### src/rtl/bc_pkg.sv
// bc_pkg -- shared definitions for the Horner evaluator controller.
//   state_t     : FSM state enumeration and its encoding
//   M0_*/M1_*   : ALU operand-A / operand-B select codes
//   M2_*        : H register input select codes
//   OP_*        : ALU operation codes driven on output H
package bc_pkg;

   typedef enum logic [2:0] {
      S_IDLE = 3'd0,
      S_INIT = 3'd1,
      S_MUL  = 3'd2,
      S_ADD  = 3'd3,
      S_DONE = 3'd4
   } state_t;

   // operand-A select
   localparam logic [1:0] M0_ZERO = 2'b00;
   localparam logic [1:0] M0_H    = 2'b01;
   localparam logic [1:0] M0_L    = 2'b10;

   // operand-B select
   localparam logic [1:0] M1_ZERO = 2'b00;
   localparam logic [1:0] M1_COEF = 2'b01;
   localparam logic [1:0] M1_X    = 2'b10;

   // H register input select
   localparam logic [1:0] M2_ALU  = 2'b00;
   localparam logic [1:0] M2_COEF = 2'b01;

   // ALU operation
   localparam logic OP_ADD = 1'b0;
   localparam logic OP_MUL = 1'b1;

endpackage

### src/rtl/bc_contador.sv
// bc_contador -- coefficient index down-counter.
//   clk, rst  : clock, asynchronous active-high reset (idx clears to 0)
//   load      : load load_val into idx
//   dec       : decrement idx; ignored when idx is already 0 (never wraps)
//   load_val  : value loaded on load
//   idx       : current index
//   zero      : idx == 0
module bc_contador #(
   parameter int IDX_W = 4
) (
   input  logic             clk,
   input  logic             rst,
   input  logic             load,
   input  logic             dec,
   input  logic [IDX_W-1:0] load_val,
   output logic [IDX_W-1:0] idx,
   output logic             zero
);

   assign zero = (idx == '0);

   always_ff @(posedge clk or posedge rst) begin
      if (rst) begin
         idx <= '0;
      end else if (load) begin
         idx <= load_val;
      end else if (dec && !zero) begin
         idx <= idx - 1'b1;
      end
   end

endmodule

### src/rtl/bc_horner.sv
// bc_horner -- Moore controller sequencing Horner evaluation of a
// degree-DEGREE polynomial on an external X/H/L register + ALU datapath.
//   clk, rst  : clock, asynchronous active-high reset
//   start     : run request (level); holding it keeps the FSM in DONE
//   abort     : cancel a run; returns to IDLE on the next edge
//   LX/LH/LL  : load enables for X, H, L registers
//   M0/M1/M2  : operand-A, operand-B, H-input selects
//   H         : ALU operation (1 multiply, 0 add)
//   coef_idx  : coefficient index for the coefficient mux
//   busy      : run in progress (INIT/MUL/ADD)
//   pronto    : result valid in H register (DONE)
module bc_horner
   import bc_pkg::*;
#(
   parameter int DEGREE = 3,
   parameter int IDX_W  = 4
) (
   input  logic             clk,
   input  logic             rst,
   input  logic             start,
   input  logic             abort,
   output logic             LX,
   output logic             LH,
   output logic             LL,
   output logic [1:0]       M0,
   output logic [1:0]       M1,
   output logic [1:0]       M2,
   output logic             H,
   output logic [IDX_W-1:0] coef_idx,
   output logic             busy,
   output logic             pronto
);

   state_t           state;
   state_t           state_nxt;
   logic [IDX_W-1:0] idx;
   logic             idx_zero;
   logic             idx_load;
   logic             idx_dec;

   // An aborted cycle must leave idx untouched, so both controls are gated.
   assign idx_load = (state == S_INIT) && !abort;
   assign idx_dec  = (state == S_ADD)  && !abort;

   bc_contador #(
      .IDX_W (IDX_W)
   ) u_contador (
      .clk      (clk),
      .rst      (rst),
      .load     (idx_load),
      .dec      (idx_dec),
      .load_val (IDX_W'(DEGREE - 1)),
      .idx      (idx),
      .zero     (idx_zero)
   );

   always_ff @(posedge clk or posedge rst) begin
      if (rst) begin
         state <= S_IDLE;
      end else begin
         state <= state_nxt;
      end
   end

   always_comb begin
      state_nxt = state;
      case (state)
         S_IDLE: if (start && !abort) state_nxt = S_INIT;
         S_INIT: state_nxt = abort ? S_IDLE : S_MUL;
         S_MUL:  state_nxt = abort ? S_IDLE : S_ADD;
         S_ADD: begin
            if (abort)         state_nxt = S_IDLE;
            else if (idx_zero) state_nxt = S_DONE;
            else               state_nxt = S_MUL;
         end
         S_DONE: if (abort || !start) state_nxt = S_IDLE;
         default: state_nxt = S_IDLE;
      endcase
   end

   always_comb begin
      LX       = 1'b0;
      LH       = 1'b0;
      LL       = 1'b0;
      M0       = M0_ZERO;
      M1       = M1_ZERO;
      M2       = M2_ALU;
      H        = OP_ADD;
      coef_idx = '0;
      busy     = 1'b0;
      pronto   = 1'b0;
      case (state)
         S_IDLE: LX = 1'b1;
         S_INIT: begin
            M2       = M2_COEF;
            LH       = 1'b1;
            coef_idx = IDX_W'(DEGREE);
            busy     = 1'b1;
         end
         S_MUL: begin
            M0   = M0_H;
            M1   = M1_X;
            H    = OP_MUL;
            LL   = 1'b1;
            busy = 1'b1;
         end
         S_ADD: begin
            M0       = M0_L;
            M1       = M1_COEF;
            M2       = M2_ALU;
            H        = OP_ADD;
            LH       = 1'b1;
            coef_idx = idx;
            busy     = 1'b1;
         end
         S_DONE: pronto = 1'b1;
         default: LX = 1'b1;
      endcase
   end

endmodule

### config.mk
export PLATFORM = sky130hd
export DESIGN_NAME = bc_horner
export DESIGN_NICKNAME = d
export VERILOG_FILES = /design/src/rtl/bc_pkg.sv /design/src/rtl/bc_contador.sv /design/src/rtl/bc_horner.sv
export SDC_FILE = /design/constraint.sdc
export NUM_CORES = 1
export LEC_CHECK = 0
export BUFFER_PORTS_ARGS = -buffer_cell sky130_fd_sc_hd__buf_2
export CAP_MARGIN = 20
export CORE_MARGIN = 2
export CORE_UTILIZATION = 40
export CTS_BUF_LIST = sky130_fd_sc_hd__clkbuf_8
export DETAILED_ROUTE_END_ITERATION = 6
export PLACE_DENSITY = 0.73
export SKIP_LAST_GASP = 1
export SLEW_MARGIN = 15
export SYNTH_ARGS = -nofsm -noshare
export SYNTH_HDL_FRONTEND = slang
export SYNTH_SLANG_ARGS = --single-unit
### constraint.sdc
create_clock -name clk -period 3.2 [get_ports clk]
set_input_delay 0.64 -clock clk [delete_from_list [all_inputs] [get_ports clk]]
set_output_delay 0.64 -clock clk [all_outputs]
set_load 0.02 [all_outputs]
Word level (Yosys, flattened, before mapping)
Cells that the tools add are included.
{"block": "totals", "mem_bits_ro": 0, "latch_bits": 0, "ramBits": 0, "reg_bits": 7, "mem_count": 0}
{"block": "classes", "mux": 18, "div_mod_pow": 0, "eq_ne": 6, "shifts": 0, "mul": 0, "reduce_logical": 15, "n_lt_le_gt_ge": 0, "bitwise_logic": 0, "add_sub_neg": 1}
{"op": "one-hot mux 3 bit (5 select lines)", "count": 1}
{"op": "2-to-1 mux 3 bit", "count": 4}
{"op": "2-to-1 mux 4 bit", "count": 2}
{"op": "one-hot mux 2 bit (2 select lines)", "count": 2}
{"op": "one-hot mux 4 bit (2 select lines)", "count": 1}
{"op": "equality test 3 x 2 -> 1 bit, second input constant", "count": 2}
{"op": "2-to-1 mux 1 bit", "count": 6}
{"op": "logical AND 1 bit", "count": 4}
{"op": "logical NOT 4 bit", "count": 1}
{"op": "2-to-1 mux 2 bit", "count": 2}
{"op": "!= test 2 bit, second input constant", "count": 2}
{"op": "OR reduction 4 bit", "count": 1}
{"op": "subtractor 4 x 1 -> 4 bit, second input constant", "count": 1}
{"op": "equality test 3 x 1 -> 1 bit, second input constant", "count": 1}
{"op": "equality test 3 bit, second input constant", "count": 1}
{"op": "logical NOT 1 bit", "count": 3}
{"op": "logical NOT 3 bit", "count": 1}
{"op": "OR reduction 3 bit", "count": 1}
{"op": "AND reduction 2 bit", "count": 1}
{"op": "nonzero test 2 bit", "count": 1}
{"op": "OR reduction 2 bit", "count": 1}
{"op": "logical OR 1 bit", "count": 1}

Longest topological paths before layout
{"block": "depth", "word_depth": 5, "ltp_mapped": 5, "depth_no_buf": 5}

Modules after synthesis
A second synthesis with hierarchy kept.
{"block": "unflattened", "cells_unflattened": 65, "area_unflattened_um2": 559.3}
{"module": "bc_horner", "cells_per_inst": 37, "instances": 1, "seq_area_each_um2": 75.1, "area_per_inst_um2": 297.8}
{"module": "bc_contador", "cells_per_inst": 28, "instances": 1, "seq_area_each_um2": 100.1, "area_per_inst_um2": 261.5}

Worst setup path before layout
No wires, ideal clock.
{"block": "synth_timing", "kind": "register -> output", "from": "register state[2]", "to": "output LL", "n_path_buf": 2, "path_slack_ps": 1190, "arrival_ps": 1370, "stages_incl_launch_ff": 4, "required_time_ps": 2560, "cell_sequence": "dfrtp_1 > clkbuf_1 > nor3_1 > buf_4"}
{"block": "synth_between", "elab_chain_len": 2}
{"element": "start: declaration", "line_no": "bc_horner.sv:34", "source": "state_t state;"}
{"element": "start signal: assignment", "line_no": "bc_horner.sv:61", "source": "state <= state_nxt;"}
{"element": "equality test 3 x 2 -> 1 bit"}
{"element": "2-to-1 mux 1 bit"}
{"element": "end: declaration", "line_no": "bc_horner.sv:24", "source": "output logic LL,"}
Every way passes these cells.

Worst setup path after layout
{"block": "layout_timing", "from": "register state[1]", "to": "output LX"}
{"block": "layout_between", "elab_chain_len": 3, "elab_cells_between_ends": 6}
{"element": "equality test 3 x 1 -> 1 bit, or another cell as far along", "line_no": "bc_horner.sv:92", "source": "case (state)"}
{"element": "OR reduction 4 bit (no line) (*)"}
{"element": "2-to-1 mux 1 bit (*)", "line_no": "bc_horner.sv:92"}
{"element": "end: declaration", "line_no": "bc_horner.sv:22", "source": "output logic LX,"}
Mark *: on every way between the ends. The rest lies on a longest branch, timed or not.

==> run_results.csv <==
group,metric,value,unit
status,status,"finished clean",
synth,netlist_instances,58,
die,initial_core_util,0.4132,
clocking,htreeDepth,1,
sta,finalSetupTns,0,ns
detailed_routing,drtIter0Drc,9,
synth,synth-simple-area-share,0.2840,
placement,placed_cells,85,
die,row_count,13,
die,core,1269,um^2
die,ioPinCount,20,
clocking,cts_sinks,7,
sta,finalMaxSlewViolations,0,
clocking,cts_resized,0,
setup_path,end_kind,"output pin",
synth,ys_ff_latch,7,
sta,setup-violations-final,0,
synth,synth-compound-area-share,0.1885,
cells_and_area,antenna_cells,0,
cells_and_area,seqCellArea,175.2,um^2
detailed_routing,vias,436,
clocking,cts_max_path_buffers,2,
die,die_area,1616,um^2
setup_path,worstPathRequired,2.56,ns
setup_path,crit_chain,"nor2_1 -> xor2_1 -> buf_2",
sta,layout_min_cycle_time,1.997,ns
synth,synth_top_family_by_area,"simple AND/OR/NAND/NOR gates",
clocking,numCtsBuffers,3,
detailed_routing,avgRoutedWirePerCell,11.04,um
sta,hold_ws,0.3394,ns
synth,muxShareOfSynthArea,0,
setup_path,crit_slowest_cell,"dfrtp_1",
power_and_ir_drop,p_total,343.5,uW
global_route,grt_max_degree,14,
global_route,gr-total-overflow,0,
clocking,worstSkewPairLatency,0.22,ns
detailed_routing,firstDrtPassIters,4,
global_route,grt_first_pass_wirelength,1276,um
job,max-cap-violations,0,
detailed_routing,postRouteWirelength,983,um
synth,yosysSeqAreaShare,0.3341,
synth,synthAdderAreaFrac,0.04773,
cells_and_area,filler_cell_count,123,
cells_and_area,final_common_cell,"buf_2",
setup_path,critPathMaxFanout,13,
placement,dpl_cell_area,588.1,um^2
placement,pre_cts_slack,1.434,ns
clocking,cts_tree,"yes",
synth,syn_nets,64,
placement,gp_congestion,0.7455,
setup_path,r2r_setup_slack,1.67,ns
setup_path,rr_worst_depth,3,
power_and_ir_drop,leakage,0.3425,nW
cells_and_area,multi_input_area,285.3,um^2
setup_path,cpPeakStageDelay,0.50,ns
cells_and_area,layout.nets,81,
cells_and_area,area_growth,20.76,%
synth,syn_area,524.3,um^2
synth,synth.distinct_cells,31,
detailed_routing,viasPerCell,4.899,
cells_and_area,final_util,0.4990,
clocking,root_buffer,"clkbuf_8",
power_and_ir_drop,ir_drop,0.2083,mV
global_route,grt_pass1_vias,309,
detailed_routing,drtAntennaViolNets,0,
min_path,hp-class,"in -> async",
clocking,holdBufCountCts,0,
global_route,track_usage,0.1236,
die,fp.dieW,40.20,um
die,die_h,40.20,um
setup_path,timing.rr.end,"u_contador.idx[0]",
setup_path,worstPathArrival,1.36,ns
cells_and_area,drive_gt1_frac,0.3784,
cells_and_area,final_cell_mix,"buf_2, dfrtp_1, nor2_1, inv_1",
cells_and_area,fin_area,633.1,um^2
detailed_routing,drcViolationCount,0,
placement,port_buffers,18,
placement,place_hpwl,763,um
sta,finalHoldViolCount,0,
setup_path,worst_setup_path_start_kind,"register",
global_route,antenna_found_initial,0,
sta,fin_skew,0.0002052,ns
synth,syn_area_per_cell,9.039,um^2
sta,fin_ws,1.203,ns
sta,period_share,0.6239,
power_and_ir_drop,powerDensity,542.5,nW/um^2
cells_and_area,layoutNonFillerInstCount,89,
synth,yosys_warnings,0,
sta,fmax,500.9,MHz
setup_path,rr_startpoint,"state[2]",
synth,synth_xor_area_frac,0.01671,
clocking,path_clk_slew,0.04,ns
clocking,cts_setup_buffers,0,
sta,rsz0062_at_grt,"no",
setup_path,worst-setup-path-type,"reg -> out",
==> metal layers <==
| layer | vias to the layer above | share of wire | GRT usage |
|---|---|---|---|
| met3 | 2 | 0.075 | 0.03333 |
| met4 | 0 | 0.014 | 0.07500 |
| met1 | 191 | 0.50 | 0.1701 |
| met2 | 19 | 0.41 | 0.1694 |
| li1 | 224 | - | - |
| met5 | - | 0 | 0 |
==> sequential cells by signal, summed over array words and instances, names as in the netlist <==
register and count:
u_contador.idx 4, state 3
==> where the power goes <==
part	leakage [nW]	total, mW	switching [mW]	internal [mW]
Clock	0.0269	0.118	0.0351	0.0826
Combinational	0.225	0.105	0.0622	0.0424
Sequential	0.0908	0.121	0.0198	0.101
Total	0.343	0.343	0.117	0.226
==> kinds of logic after synthesis <==
logic type / after synthesis
XOR/XNOR: 1
AO/OA/AOI/OAI: 11
buffers and inverters: 11
flip-flops: 7
adder cells (fa/ha/maj): 2
AND/OR/NAND/NOR: 25
other: 1
==> critical path, delay by kind of cell (launching register included) <==
family                 cells  cell delay (ns)
XOR/XNOR                   1             0.16
buffers and inverters      1             0.17
flip-flops                 1             0.50
AND/OR/NAND/NOR            1             0.30
==> layout make-up <==
| cell class | count | share of cell area |
|---|---|---|
| Multi-Input combinational cell | 40 | 0.4506 |
| Sequential cell | 7 | 0.2767 |
| Tap cell | 15 | 0.02964 |
| Clock buffer | 3 | 0.06522 |
| Timing Repair Buffer | 18 | 0.1423 |
| Inverter | 5 | 0.02964 |
| Clock inverter | 1 | 0.005929 |
==> worst max-delay path by stage <==
stage,depth (start not counted),from,to
2_1_floorplan,3,state[2],LL
3_3_place_gp,4,abort,u_contador.idx[0]
3_5_place_dp,4,abort,u_contador.idx[0]
4_1_cts,3,state[1],LX
5_1_grt,3,state[1],LX
6_report,3,state[1],LX
==> synth_stat cells <==
library cell	instances	area (um^2)
a21oi_1	1	5.000
a22oi_1	1	7.510
a31oi_1	1	6.260
a32oi_1	1	8.760
and2_1	3	18.77
and3b_2	1	10.01
buf_4	4	30.03
buf_6	1	11.26
clkbuf_1	1	3.750
conb_1	1	3.750
dfrtp_1	7	175.2
ha_1	2	25.02
inv_1	5	18.77
nand2_1	3	11.26
nand3_1	1	5.000
nor2_1	6	22.52
nor2b_1	2	12.51
nor3_1	2	10.01
nor3b_2	1	12.51
nor4_1	1	6.260
o21a_1	1	7.510
o21ai_1	2	10.01
o311ai_2	1	16.27
o31a_1	1	8.760
o31ai_2	1	12.51
o41ai_2	1	16.27
or2_4	1	8.760
or2b_1	1	7.510
or3_1	2	12.51
or3b_4	1	11.26
xor2_1	1	8.760
Note: power is estimated with default switching activity, not from simulation.
